$ cat config.mk
export PLATFORM = sky130hd
export DESIGN_NAME = conv_encoder_flat
export DESIGN_NICKNAME = d
export VERILOG_FILES = /design/src/rtl/conv_pkg.sv /design/src/rtl/conv_encoder_if.sv /design/src/rtl/conv_enc_core.sv /design/src/rtl/conv_encoder.sv /design/src/flat_wrapper.sv
export SDC_FILE = /design/constraint.sdc
export NUM_CORES = 1
export LEC_CHECK = 0
export CAP_MARGIN = 20
export CORE_ASPECT_RATIO = 1.4
export CORE_MARGIN = 2
export CORE_UTILIZATION = 40
export CTS_CLUSTER_SIZE = 24
export DETAILED_ROUTE_END_ITERATION = 10
export PLACE_DENSITY = 0.6
export SYNTH_ARGS = -nofsm -noshare
export SYNTH_HDL_FRONTEND = slang
export SYNTH_HIERARCHICAL = 1
export SYNTH_SLANG_ARGS = --single-unit
$ cat constraint.sdc
create_clock -name clk -period 6.67 [get_ports clk]
set_input_delay 1.334 -clock clk [delete_from_list [all_inputs] [get_ports clk]]
set_output_delay 1.334 -clock clk [all_outputs]
set_load 0.005 [all_outputs]
$ cat src/rtl/conv_pkg.sv
// Shared types and generator constants for the rate-1/2, K=3 convolutional encoder.
package conv_pkg;

  typedef enum logic [1:0] {
    IDLE = 2'd0,
    DATA = 2'd1,
    TAIL = 2'd2
  } state_t;

  localparam int K = 3;
  localparam logic [K-1:0] G0 = 3'b111;
  localparam logic [K-1:0] G1 = 3'b101;

  // Tap vector is {b, s1, s0}; result is {g0, g1}.
  function automatic logic [1:0] encode(input logic b, input logic [K-2:0] s);
    logic [K-1:0] taps;
    taps = {b, s};
    return {^(taps & G0), ^(taps & G1)};
  endfunction

endpackage

$ cat src/rtl/conv_encoder_if.sv
// Handshake and symbol-output bundle between the bit source/symbol sink and the encoder.
interface conv_encoder_if;
  logic       start;
  logic       in;
  logic       in_valid;
  logic       in_ready;
  logic [1:0] o;
  logic       enable;
  logic       busy;

  modport master (output start, in, in_valid, input in_ready, o, enable, busy);
  modport slave  (input start, in, in_valid, output in_ready, o, enable, busy);
endinterface

$ cat src/rtl/conv_enc_core.sv
// Shift register and XOR network: one coded symbol per step, shift state cleared on frame start.
module conv_enc_core
  import conv_pkg::*;
(
  input  logic       clk,
  input  logic       reset,
  input  logic       clear,
  input  logic       step,
  input  logic       b,
  output logic [1:0] sym
);

  logic [K-2:0] s_q, s_d;
  logic [1:0]   sym_q, sym_d;

  // The symbol register is left alone on clear so o keeps its last value across frames.
  always_comb begin
    s_d   = s_q;
    sym_d = sym_q;
    if (clear) begin
      s_d = '0;
    end else if (step) begin
      sym_d = encode(b, s_q);
      s_d   = {b, s_q[K-2:1]};
    end
  end

  always_ff @(posedge clk or negedge reset) begin
    if (!reset) begin
      s_q   <= '0;
      sym_q <= '0;
    end else begin
      s_q   <= s_d;
      sym_q <= sym_d;
    end
  end

  assign sym = sym_q;

endmodule

$ cat src/rtl/conv_encoder.sv
// Frame controller: paces symbols every DIV clocks, accepts FRAME_LEN data bits, then flushes two tail symbols.
module conv_encoder
  import conv_pkg::*;
#(
  parameter int FRAME_LEN = 16,
  parameter int DIV       = 50
) (
  input logic           clk,
  input logic           reset,
  conv_encoder_if.slave bus
);

  localparam int BCW = $clog2(FRAME_LEN + 1);
  localparam int PCW = (DIV > 1) ? $clog2(DIV) : 1;
  localparam logic [PCW-1:0] PER_MAX  = PCW'(DIV - 1);
  localparam logic [BCW-1:0] LAST_BIT = BCW'(FRAME_LEN - 1);

  state_t         state_q, state_d;
  logic [PCW-1:0] per_q, per_d;
  logic [BCW-1:0] bit_q, bit_d;
  logic           tail_q, tail_d;
  logic           enable_q, enable_d;

  logic       tick;
  logic       xfer;
  logic       clear;
  logic       step;
  logic       enc_b;
  logic [1:0] sym;

  assign tick         = (per_q == PER_MAX);
  assign bus.in_ready = (state_q == DATA) && tick;
  assign xfer         = bus.in_ready && bus.in_valid;
  assign bus.busy     = (state_q != IDLE);
  assign bus.enable   = enable_q;
  assign bus.o        = sym;

  always_comb begin
    state_d = state_q;
    per_d   = per_q;
    bit_d   = bit_q;
    tail_d  = tail_q;
    clear   = 1'b0;
    step    = 1'b0;
    enc_b   = 1'b0;
    case (state_q)
      IDLE: begin
        if (bus.start) begin
          state_d = DATA;
          clear   = 1'b1;
          per_d   = '0;
          bit_d   = '0;
          tail_d  = 1'b0;
        end
      end
      // On a tick without valid data the period counter parks at DIV-1 until in_valid rises.
      DATA: begin
        if (!tick) begin
          per_d = per_q + PCW'(1);
        end else if (xfer) begin
          step  = 1'b1;
          enc_b = bus.in;
          per_d = '0;
          bit_d = bit_q + BCW'(1);
          if (bit_q == LAST_BIT) state_d = TAIL;
        end
      end
      TAIL: begin
        if (!tick) begin
          per_d = per_q + PCW'(1);
        end else begin
          step   = 1'b1;
          per_d  = '0;
          tail_d = 1'b1;
          if (tail_q) begin
            state_d = IDLE;
            tail_d  = 1'b0;
          end
        end
      end
      default: state_d = IDLE;
    endcase
    enable_d = step;
  end

  always_ff @(posedge clk or negedge reset) begin
    if (!reset) begin
      state_q  <= IDLE;
      per_q    <= '0;
      bit_q    <= '0;
      tail_q   <= 1'b0;
      enable_q <= 1'b0;
    end else begin
      state_q  <= state_d;
      per_q    <= per_d;
      bit_q    <= bit_d;
      tail_q   <= tail_d;
      enable_q <= enable_d;
    end
  end

  conv_enc_core u_core (
    .clk   (clk),
    .reset (reset),
    .clear (clear),
    .step  (step),
    .b     (enc_b),
    .sym   (sym)
  );

endmodule
$ cat src/flat_wrapper.sv
// flat-port wrapper written by rule: the top's interface ports become plain ports
module conv_encoder_flat import conv_pkg::*;
#(
  parameter int FRAME_LEN = 16,
  parameter int DIV       = 50
)
  (clk, reset, bus_start, bus_in, bus_in_valid, bus_in_ready, bus_o, bus_enable, bus_busy);
  conv_encoder_if bus_i ();
  input logic clk;
  input logic reset;
  input wire logic [$bits(bus_i.start)-1:0] bus_start;
  input wire logic [$bits(bus_i.in)-1:0] bus_in;
  input wire logic [$bits(bus_i.in_valid)-1:0] bus_in_valid;
  output wire logic [$bits(bus_i.in_ready)-1:0] bus_in_ready;
  output wire logic [$bits(bus_i.o)-1:0] bus_o;
  output wire logic [$bits(bus_i.enable)-1:0] bus_enable;
  output wire logic [$bits(bus_i.busy)-1:0] bus_busy;
  assign bus_i.start = bus_start;
  assign bus_i.in = bus_in;
  assign bus_i.in_valid = bus_in_valid;
  assign bus_in_ready = bus_i.in_ready;
  assign bus_o = bus_i.o;
  assign bus_enable = bus_i.enable;
  assign bus_busy = bus_i.busy;
  conv_encoder #(.FRAME_LEN(FRAME_LEN), .DIV(DIV)) u_core (.clk(clk), .reset(reset), .bus(bus_i));
endmodule
==> flow_summary.json <==
{
  "numCtsBuffers": 3,
  "wl_met3_um": 75,
  "nets": 156,
  "netlist_area_sq_um": 1240,
  "setup_ws_ns": 2.99,
  "synthAdderAreaFrac": 0.0806,
  "p_int_uw": 260,
  "holdBufCountCts": 0,
  "hp-class": "reg2reg",
  "dr_total_vias": 1071,
  "worstPathRequired_ns": 5.34,
  "synth-simple-area-share": 0.201,
  "crit_fanout": 13,
  "fin_crit_ns": 3.68,
  "skew_ns": 0.00294,
  "grt_max_degree": 20,
  "routed_via_density": 5.98,
  "yosysSeqAreaShare": 0.383,
  "holdWs_ns": 0.508,
  "fin_cells": 179,
  "synth_area_leaders": "dfrtp_1 (38%), ha_1 (8.1%), o21ai_0 (5.2%), a31oi_1 (4.0%), inv_1 (3.0%)",
  "area_growth_pct": 12.1,
  "core_sq_um": 2910,
  "path_class": "reg2out",
  "grt_pass1_vias": 1107,
  "max_cap_violations": 0,
  "syn_inst": 134,
  "routed_wl_mm": 2.79,
  "start_util": 0.427,
  "clkSinkCount": 19,
  "powerDensity_nw_per_um2": 318,
  "p_seq_frac": 0.401,
  "dr_wl_met2_mm": 1.48,
  "ys_async_sr_fraction": 1.00,
  "num_rows": 23,
  "fill_cells": 283,
  "syn-num-nets": 147,
  "final_area_sq_um": 1390,
  "clock-root-buffer": "clkbuf_8",
  "clkLatencyLatePin_ns": 0.25,
  "tightest_slew_ns": 0.867,
  "cpPeakStageDelay_ns": 0.52,
  "layout.area.seq_sq_um": 475,
  "rsz0062_at_grt": "no",
  "critPathCaptureType": "output port",
  "path_delay_family": "simple AND/OR/NAND/NOR gates",
  "die_area_sq_um": 3570,
  "synth_top_area_frac": 0.383,
  "status": "finished, final reports clean",
  "drive_above_1_share": 0.0563,
  "start_kind": "flip-flop",
  "slowest_stage": "clkdlybuf4s50_1",
  "synth_xor_area_frac": 0.0262,
  "h-tree-depth": 1,
  "cts_resized": 0,
  "port_buffers": 9,
  "met1_length_mm": 1.19,
  "finalSetupViolations": 0,
  "dp_slack_ns": 3.30,
  "fmax_mhz": 272,
  "switchingPower_uw": 183,
  "ys_ff_latch": 19,
  "track_usage": 0.181,
  "hold_viol_final": 0,
  "antenna_found_initial": 0,
  "drt-wirelength-per-cell_um": 15.6,
  "comb_power_share": 0.419,
  "crit_buf_inv": 2,
  "cts.clk_slew.worst_paths_ns": 0.07,
  "die_w_um": 51.1,
  "multiInputGateArea_sq_um": 694,
  "drc": 0,
  "first_pass_iters": 4,
  "die_height_um": 69.9,
  "cp_cell_sequence": "inv_1, ha_1, nor3b_4, nand2_1, nor2_1, clkdlybuf4s50_1",
  "fin_tns_setup_ns": 0,
  "yosys-mux-area-fraction": 0.0544,
  "grt_pass1_wl_mm": 5.06,
  "io_pins": 10,
  "avgSynthCellArea_sq_um": 9.27,
  "post-cts-setup-buffers": 0,
  "pwr-share-clk": 0.180,
  "synth-compound-area-share": 0.196,
  "cts_tree": "built",
  "placed_cells": 175,
  "drt-initial-drc-count": 47,
  "highest_layer": "met4",
  "place_hpwl_mm": 2.09,
  "grt_overflow": 0,
  "crit_arrival_ns": 2.35,
  "maxSlewHeadroom": 0.420,
  "p_sw_frac": 0.413,
  "drv_slew": 0,
  "synth_top_family_by_area": "simple AND/OR/NAND/NOR gates",
  "clock_path_buffers": 2,
  "p_leak_nw": 0.595,
  "diodes": 0,
  "globalplace.congestion": 0.860,
  "placed_cell_area_sq_um": 1350,
  "synth_largest_area_cell": "dfrtp_1",
  "synth-edff-count": 0,
  "ir_drop_uv": 180,
  "fin_crit_sh": 0.552,
  "fin_util": 0.479,
  "total_power_uw": 442,
  "synthFlopType": "dfrtp_1",
  "antenna_left": 0,
  "ys_warn_count": 6,
  "synth_cell_types": 42
}
[final cells by class]
class | instances | area share
sequential | 19 | 0.341
inverter | 11 | 0.0296
timing repair buffer | 9 | 0.0647
tap | 37 | 0.0332
multi-input combinational | 99 | 0.499
clock buffer | 4 | 0.0323
[placed cells by master (no fill, tap or decap), drive strengths merged, types with 2 or more instances in the layout]
cell type,instances
nand3,6
and2,2
mux2,3
o31ai,2
mux2i,3
nor2,8
nand4,3
nor2b,3
a31oi,8
and3,5
nand2,10
ha,8
nor3b,2
a21oi,4
clkdlybuf4s50,9
o21ai,13
dfrtp,19
clkbuf,4
inv,10
[worst paths after layout]
check | startpoint | slack [ns] | to | cells after the start
min in group asynchronous | reset | 1.58 | u_core/u_core/s_q[1]$_DFFE_PN0P_ | 1
max reg2reg | u_core/per_q[1]$_DFFE_PN0P_ | 3.96 | u_core/u_core/sym[0]$_DFFE_PN0P_ | 7
min | u_core/bit_q[4]$_DFFE_PN0P_ | 0.51 | u_core/bit_q[4]$_DFFE_PN0P_ | 2
max in group asynchronous | reset | 4.57 | u_core/u_core/sym[1]$_DFFE_PN0P_ | 1
max | u_core/per_q[1]$_DFFE_PN0P_ | 2.99 | bus_in_ready | 6
min reg2reg | u_core/bit_q[4]$_DFFE_PN0P_ | 0.51 | u_core/bit_q[4]$_DFFE_PN0P_ | 2
[power by group through the flow]
stage	Clock [mW]	Combinational [mW]	Sequential [mW]
CTS	0.0835	0.185	0.177
global route	0.0895	0.209	0.183
floorplan	0	0.143	0.170
detailed placement	0	0.185	0.179
global placement	0	0.178	0.177
finish	0.0797	0.185	0.177
[Yosys cell counts (all sizes together) (2+ instances only)]
| cell | count |
|---|---|
| a21oi | 4 |
| a31oi | 8 |
| and2 | 2 |
| and3 | 5 |
| buf | 5 |
| dfrtp | 19 |
| ha | 8 |
| inv | 10 |
| mux2 | 3 |
| mux2i | 3 |
| nand2 | 10 |
| nand3 | 6 |
| nand4 | 3 |
| nor2 | 8 |
| nor2b | 3 |
| nor3b | 2 |
| o21ai | 13 |
| o31ai | 2 |
[cell families (layout without fill, tap and decap cells)]
family | count (synthesis) | after routing
flops | 19 | 19
mux | 6 | 6
fa+ha+maj | 8 | 8
simple gates | 45 | 45
compound gates | 38 | 38
xor+xnor | 2 | 2
buf+inv | 16 | 24
[routing by layer]
layer  GRT usage  vias to the layer above
li1            -                      505
met3      0.0192                        4
met5           0                        -
met1       0.215                      539
met2       0.322                       23
met4      0.0721                        0
[sequential cells by signal (all words and copies together) (netlist names)]
register / count
u_core/tail_q: 1
u_core/bus.enable: 1
u_core/per_q: 6
u_core/state_q: 2
u_core/u_core/s_q: 2
u_core/u_core/sym: 2
u_core/bit_q: 5
[worst register-to-register path, delay by kind of cell, from the launching register on]
family	cells	cell delay, ns
flops	1	0.41
buf+inv	1	0.06
fa+ha+maj	1	0.15
simple gates	4	1.64
mux	1	0.34
Power figures use the tool's default switching activity.
